==> src/rtl/alu_sequencer_pkg.sv <==
// Shared definitions for the ALU sequencer: opcodes, FSM states and response flag positions.
package alu_sequencer_pkg;

    typedef enum logic [1:0] {
        IDLE,
        DRIVE,
        CAPT,
        RESP
    } state_e;

    localparam logic [3:0] OP_ADD      = 4'd0;
    localparam logic [3:0] OP_ADDC     = 4'd1;
    localparam logic [3:0] OP_SUB      = 4'd2;
    localparam logic [3:0] OP_SUBB     = 4'd3;
    localparam logic [3:0] OP_AND      = 4'd4;
    localparam logic [3:0] OP_OR       = 4'd5;
    localparam logic [3:0] OP_XOR      = 4'd6;
    localparam logic [3:0] OP_NOT      = 4'd7;
    localparam logic [3:0] OP_SL       = 4'd8;
    localparam logic [3:0] OP_SR       = 4'd9;
    localparam logic [3:0] OP_LOAD_ACC = 4'd10;
    localparam logic [3:0] OP_READ_ACC = 4'd11;

    localparam int FLG_NEG  = 3;
    localparam int FLG_ZERO = 2;
    localparam int FLG_COUT = 1;
    localparam int FLG_OVF  = 0;

    function automatic logic is_alu_op(input logic [3:0] sel);
        return sel <= OP_SR;
    endfunction

endpackage

==> src/rtl/alu_sequencer.sv <==
// Command/response front end for the combinational ALU: registers the operands, waits one
// settle cycle, captures result and flags, and keeps a chaining accumulator.
module alu_sequencer
    import alu_sequencer_pkg::*;
#(
    parameter int N = 3
) (
    input  logic         clk,
    input  logic         rst,
    input  logic         cmd_valid,
    output logic         cmd_ready,
    input  logic [N-1:0] cmd_a,
    input  logic [N-1:0] cmd_b,
    input  logic         cmd_flagin,
    input  logic [3:0]   cmd_select,
    input  logic         cmd_use_acc,
    output logic [N-1:0] alu_a,
    output logic [N-1:0] alu_b,
    output logic         alu_flagin,
    output logic [3:0]   alu_select,
    input  logic [N-1:0] alu_resultado,
    input  logic         alu_negativo,
    input  logic         alu_zero,
    input  logic         alu_cout,
    input  logic         alu_overflow,
    output logic         rsp_valid,
    input  logic         rsp_ready,
    output logic [N-1:0] rsp_resultado,
    output logic [3:0]   rsp_flags,
    output logic         rsp_err,
    output logic [N-1:0] acc
);

    state_e         state_q, state_d;
    logic [N-1:0]   alu_a_q, alu_a_d;
    logic [N-1:0]   alu_b_q, alu_b_d;
    logic           alu_flagin_q, alu_flagin_d;
    logic [3:0]     alu_select_q, alu_select_d;
    logic           rsp_valid_q, rsp_valid_d;
    logic [N-1:0]   rsp_res_q, rsp_res_d;
    logic [3:0]     rsp_flags_q, rsp_flags_d;
    logic           rsp_err_q, rsp_err_d;
    logic [N-1:0]   acc_q, acc_d;

    // NOTE: every _d is given its hold value first, so no path leaves a signal unassigned
    // and no latch is inferred.
    always_comb begin
        state_d      = state_q;
        alu_a_d      = alu_a_q;
        alu_b_d      = alu_b_q;
        alu_flagin_d = alu_flagin_q;
        alu_select_d = alu_select_q;
        rsp_valid_d  = rsp_valid_q;
        rsp_res_d    = rsp_res_q;
        rsp_flags_d  = rsp_flags_q;
        rsp_err_d    = rsp_err_q;
        acc_d        = acc_q;

        unique case (state_q)
            IDLE: begin
                if (cmd_valid) begin
                    alu_a_d      = cmd_use_acc ? acc_q : cmd_a;
                    alu_b_d      = cmd_b;
                    alu_flagin_d = cmd_flagin;
                    alu_select_d = cmd_select;
                    state_d      = DRIVE;
                end
            end
            DRIVE: state_d = CAPT;
            CAPT: begin
                rsp_valid_d = 1'b1;
                rsp_err_d   = 1'b0;
                rsp_res_d   = '0;
                rsp_flags_d = '0;
                if (is_alu_op(alu_select_q)) begin
                    rsp_res_d   = alu_resultado;
                    rsp_flags_d = {alu_negativo, alu_zero, alu_cout, alu_overflow};
                    acc_d       = alu_resultado;
                end else if (alu_select_q == OP_LOAD_ACC) begin
                    rsp_res_d             = alu_a_q;
                    rsp_flags_d[FLG_ZERO] = (alu_a_q == '0);
                    acc_d                 = alu_a_q;
                end else if (alu_select_q == OP_READ_ACC) begin
                    rsp_res_d             = acc_q;
                    rsp_flags_d[FLG_ZERO] = (acc_q == '0);
                end else begin
                    rsp_err_d = 1'b1;
                end
                state_d = RESP;
            end
            RESP: begin
                if (rsp_ready) begin
                    rsp_valid_d = 1'b0;
                    state_d     = IDLE;
                end
            end
            default: state_d = IDLE;
        endcase
    end

    // NOTE: state registers use non-blocking assignments so all of them update together at
    // the edge, independent of statement order.
    always_ff @(posedge clk) begin
        if (rst) begin
            state_q      <= IDLE;
            alu_a_q      <= '0;
            alu_b_q      <= '0;
            alu_flagin_q <= 1'b0;
            alu_select_q <= '0;
            rsp_valid_q  <= 1'b0;
            rsp_res_q    <= '0;
            rsp_flags_q  <= '0;
            rsp_err_q    <= 1'b0;
            acc_q        <= '0;
        end else begin
            state_q      <= state_d;
            alu_a_q      <= alu_a_d;
            alu_b_q      <= alu_b_d;
            alu_flagin_q <= alu_flagin_d;
            alu_select_q <= alu_select_d;
            rsp_valid_q  <= rsp_valid_d;
            rsp_res_q    <= rsp_res_d;
            rsp_flags_q  <= rsp_flags_d;
            rsp_err_q    <= rsp_err_d;
            acc_q        <= acc_d;
        end
    end

    assign cmd_ready     = (state_q == IDLE);
    assign alu_a         = alu_a_q;
    assign alu_b         = alu_b_q;
    assign alu_flagin    = alu_flagin_q;
    assign alu_select    = alu_select_q;
    assign rsp_valid     = rsp_valid_q;
    assign rsp_resultado = rsp_res_q;
    assign rsp_flags     = rsp_flags_q;
    assign rsp_err       = rsp_err_q;
    assign acc           = acc_q;

endmodule

==> config.mk <==
export PLATFORM = sky130hd
export DESIGN_NAME = alu_sequencer
export DESIGN_NICKNAME = d
export VERILOG_FILES = /design/src/rtl/alu_sequencer_pkg.sv /design/src/rtl/alu_sequencer.sv
export SDC_FILE = /design/constraint.sdc
export NUM_CORES = 1
export LEC_CHECK = 0
export CORE_AREA = 2 2 63 65
export CTS_BUF_LIST = sky130_fd_sc_hd__clkbuf_16
export DETAILED_ROUTE_END_ITERATION = 16
export DIE_AREA = 0 0 65 67
export PLACE_DENSITY_LB_ADDON = 0.12
export SLEW_MARGIN = 20
export SYNTH_ARGS = -nofsm -noshare
export SYNTH_HDL_FRONTEND = slang
export SYNTH_SLANG_ARGS = --single-unit
==> constraint.sdc <==
create_clock -name clk -period 2 [get_ports clk]
set_clock_uncertainty 0.05 [all_clocks]
set_input_delay 0.2 -clock clk [delete_from_list [all_inputs] [get_ports clk]]
set_output_delay 0.2 -clock clk [all_outputs]
set_load 0.02 [all_outputs]
* Yosys cells after proc, flatten, opt, wreduce, memory -nomap -nowiden *
Cells that the tools add are included.

storage, ports and cells
  bits in latches = 0
  output and inout port bits = 24
  bits of input ports = 23
  memories kept = 0
  memory bits (writable) = 0
  ROM bits = 0
  bits in registers = 25

cells by class
  muxes and demuxes = 19
  $mul = 0
  reductions and logical operators = 9
  $add $sub $neg = 0
  equality and inequality tests = 7
  bitwise operators = 0
  $lt $le $gt $ge = 1
  divide/modulo/power cells = 0
  shift-type cells = 0

operators with widths
  cell                count
  $mux 3              6
  $eq 4x4->1 const B  2
  $mux 1              8
  $pmux 2 s4          1
  $reduce_and 2->1    4
  $logic_not 3->1     2
  $mux 2              3
  $eq 2x2->1 const B  2
  $le 4x4->1 const B  1
  $ne 2x2->1 const B  2
  $reduce_bool 2->1   2
  $eq 2x1->1 const B  1
  $logic_not 2->1     1
  $pmux 1 s2          1

* Longest topological paths before layout *
  depth after elaboration = 4
  depth in mapped cells = 6
  gate-level depth less buffers = 5

* Worst setup path after synthesis *
No wires, ideal clock.

  kind = register to register
  from = reg state_q[0]
  to = reg alu_flagin_q (netlist: alu_flagin)
  stages on the path, launching flop included = 7
  path buffers = 1
  setup time = 70 ps
  arrival = 1314 ps
  path slack = 566 ps
  required time = 1880 ps
  path through = dfxtp_1 inv_1 ha_1 and2_0 buf_2 nand2_1 a21oi_1

on the way
  word-level cells in the longest chain between the ends = 2

ends and longest elaborated chain
  item                               line                  source
  start: declaration                 alu_sequencer.sv:34   state_e state_q, state_d;
  start signal: assignment           alu_sequencer.sv:116  state_q <= state_d;
  $logic_not 2->1                    --
  net cmd_ready                      alu_sequencer.sv:11   output logic cmd_ready,
  $reduce_and 2->1 (no source line)  --
  end signal: assignment             alu_sequencer.sv:119  alu_flagin_q <= alu_flagin_d;
  end: declaration                   alu_sequencer.sv:37   logic alu_flagin_q, alu_flagin_d;

The timed path passes the listed nets, and every way through them passes these cells.
A chain may end at the register's enable or synchronous reset.

* Worst setup path in the final report *
  from = reg state_q[0]
  to = out cmd_ready

on the way
  word-level cells in the longest chain between the ends = 1

ends and longest elaborated chain
  item              line                  source
  $logic_not 2->1   alu_sequencer.sv:129  assign cmd_ready = (state_q == IDLE);
  end: declaration  alu_sequencer.sv:11

Every way passes these cells.

==> results_dict.tcl <==
set metrics [dict create \
    status "finished, final reports clean" \
    cap_violations 0 \
    die_w_um 65 \
    cts_setup_buffers 0 \
    cts.sinks 25 \
    p_switching_uw 836.6 \
    multi_input_area_um2 613.1 \
    antenna_found_initial 0 \
    hold_start "alu_flagin$_SDFFE_PP0P_" \
    drive_gt1_share_pct 6.180 \
    synth_seq_cells 25 \
    seq_area_um2 500.5 \
    grt_pass1_wl_mm 4.878 \
    portBuffers 46 \
    die_area_um2 4355 \
    yosys_warnings 0 \
    stdcell_area_um2 1750 \
    drc 0 \
    worstPathRequired_ns 1.75 \
    synth_cell_types 34 \
    rsz0062_at_grt "no" \
    worst_slew_pin_slew_ns 0.4018 \
    grt_usage_pct 14.34 \
    setup_viol 0 \
    min_period_ns 1.773 \
    timing.rr.start "state_q[0]$_SDFFE_PP0P_" \
    dp.cells 222 \
    min_path_type "reg -> reg" \
    rows 22 \
    r2r_cells 6 \
    ir_worst_vdd_v 0.0004534 \
    swShare_pct 37.09 \
    layout_common_cells "clkdlybuf4s50_1, dfxtp_1, nand2_1" \
    place_area_um2 1668 \
    drt_wl_total_mm 2.887 \
    start_util_pct 32.55 \
    pwr_density_cell_nw_per_um2 1289 \
    cts_buffers 3 \
    final_net_count 206 \
    whs_endpoint "alu_flagin$_SDFFE_PP0P_" \
    core_um2 3606 \
    critPathTopFamily "buffers and inverters" \
    fin_ws_ns 0.2270 \
    start_kind "flop" \
    clk_pin_slew_ns 0.06 \
    seqPwrFrac_pct 34.9 \
    h-tree-depth 1 \
    postSynthCellCount 133 \
    p_leak_nw 0.6426 \
    via_per_inst 4.814 \
    crit_buf_inv 2 \
    clock_power_share_pct 19.9 \
    ys_async_sr_fraction_pct 0 \
    combPwrFrac_pct 45.1 \
    drt_iter0_drc 15 \
    slew_headroom_pct 73.13 \
    cp_slowest_cell "clkdlybuf4s50_1" \
    layout.cells.non_filler 226 \
    hold_depth 2 \
    grt_remaining_overflow 0 \
    n_fill_cell 350 \
    final_antenna_net_count 0 \
    avgSynthCellArea_um2 8.824 \
    p_int_mw 1.419 \
    drv_slew 0 \
    max_freq_mhz 564.0 \
    chipHeight_um 67 \
    hold_viol_final 0 \
    setup_tns_ns 0 \
    drt_pass1_iterations 4 \
    critPathArrivalTime_ns 1.52 \
    slowest_delay_ns 0.62 \
    cp-end-kind "output pin" \
    path_max_fanout 4 \
    wl_per_cell_um 12.77 \
    via_count 1088 \
    syn2layout_area_growth_pct 49.15 \
    synth_edf_count 0 \
    synth_ff_type "dfxtp_1" \
    r2r_end "alu_b[1]$_SDFFE_PP0P_" \
    gp_congestion 0.7493 \
    layout_commonest_cell "clkdlybuf4s50_1" \
    power_mw 2.255 \
    synth_fp_nets 160 \
    cts_buffer_depth 2 \
    holdBufCountCts 0 \
    crit_path_cell_trace "inv_1 -> ha_1 -> clkdlybuf4s50_1" \
    syn_area_um2 1174 \
    root_buffer "clkbuf_16" \
    worstSetupPathType "reg -> out" \
    ios 47 \
    place_ws_ns 0.3983 \
    clk_latency_ns 0.26 \
    grt_pass1_vias 1061 \
    hpwl_mm 2.249 \
    cts_tree "built" \
    grt_max_degree 17 \
    n_antenna_cell 0 \
    r2r_slack_ns 0.48 \
    cts_resized 0 \
    yosysSeqAreaShare_pct 42.64 \
    finalCritPeriodShare_pct 88.65 \
]
[synth_stat cells, types with 2 or more instances]
| cell type | n | share of area, % |
|---|---|---|
| nor4_1 | 2 | 1.1 |
| a31oi_1 | 2 | 1.1 |
| a211oi_1 | 5 | 3.2 |
| nand2b_1 | 4 | 2.1 |
| inv_1 | 3 | 0.96 |
| clkbuf_1 | 3 | 0.96 |
| buf_2 | 3 | 1.3 |
| nand2_1 | 22 | 7.0 |
| nor2_1 | 6 | 1.9 |
| nor2b_1 | 3 | 1.6 |
| o21bai_1 | 2 | 1.3 |
| ha_1 | 4 | 4.3 |
| a22oi_1 | 3 | 1.9 |
| nor3_1 | 2 | 0.85 |
| mux2i_1 | 5 | 4.3 |
| buf_6 | 2 | 1.9 |
| a21oi_1 | 17 | 7.2 |
| dfxtp_1 | 25 | 43 |
| nand3_1 | 5 | 2.1 |
[final cells by class]
class | count | share of cell area, %
clock buffers | 3 | 4.289
clock inverters | 1 | 0.4289
inverters | 3 | 0.6433
multi-input cells | 97 | 35.02
flip-flops and latches | 25 | 28.59
well taps | 48 | 3.431
repair buffers | 49 | 27.59
[worst max path at each step]
stage,from,endpoint,slack (ns),cells after the start
2_1_floorplan,state_q[0]$_SDFFE_PP0P_,alu_flagin$_SDFFE_PP0P_,0.57,6
3_3_place_gp,cmd_valid,alu_flagin$_SDFFE_PP0P_,0.46,5
3_5_place_dp,cmd_valid,alu_b[1]$_SDFFE_PP0P_,0.40,5
4_1_cts,state_q[0]$_SDFFE_PP0P_,cmd_ready,0.22,3
5_1_grt,alu_select[3]$_SDFFE_PP0P_,alu_select[3],0.15,1
6_report,state_q[0]$_SDFFE_PP0P_,cmd_ready,0.23,3
[tightest hold or removal path: stages (launching register included)]
cell	delay [ns]
dfxtp_1	0.31
nand2_1	0.05
a21oi_1	0.05
[kinds of logic (layout without fill, tap and decap cells)]
| kind of cell | Yosys count | count (layout) | synth area share (%) |
|---|---|---|---|
| compound gates | 38 | 38 | 22.28 |
| buf+inv | 11 | 56 | 5.117 |
| fa+ha+maj | 4 | 4 | 4.265 |
| mux | 5 | 5 | 4.265 |
| flops | 25 | 25 | 42.64 |
| simple gates | 50 | 50 | 21.43 |
[flip-flops by register name, indices dropped and copies added, names as in the netlist]
register	count
alu_select	4
rsp_flags	4
acc	3
alu_a	3
alu_b	3
rsp_resultado	3
state_q	2
alu_flagin	1
rsp_err	1
rsp_valid	1
[layer usage]
metal | part of all wire [%] | GRT usage, % | vias to the layer above | wire [um]
li1 | - | - | 564 | -
met2 | 47 | 26.42 | 30 | 1365
met3 | 5.3 | 2.534 | 4 | 153
met5 | 0 | 0 | - | 0
met4 | 1.0 | 4.787 | 0 | 30
met1 | 46 | 16.65 | 490 | 1337
[per-stage QoR]
step	hold slack [ns]	utilization, %
floorplan	0.2860	-
global placement	0.4003	46.25
detailed placement	0.4036	46.25
CTS	0.4157	48.54
global route	0.4408	48.54
finish	0.4126	48.54
[power by group through the flow]
| stage | clock network, mW | logic [mW] | registers (mW) |
|---|---|---|---|
| 3_3_place_gp | 0 | 1.01 | 0.797 |
| 2_1_floorplan | 0 | 0.500 | 0.908 |
| 4_1_cts | 0.456 | 1.03 | 0.791 |
| 6_report | 0.450 | 1.02 | 0.788 |
| 5_1_grt | 0.485 | 1.11 | 0.815 |
| 3_5_place_dp | 0 | 1.03 | 0.800 |
Power figures use the tool's default switching activity.
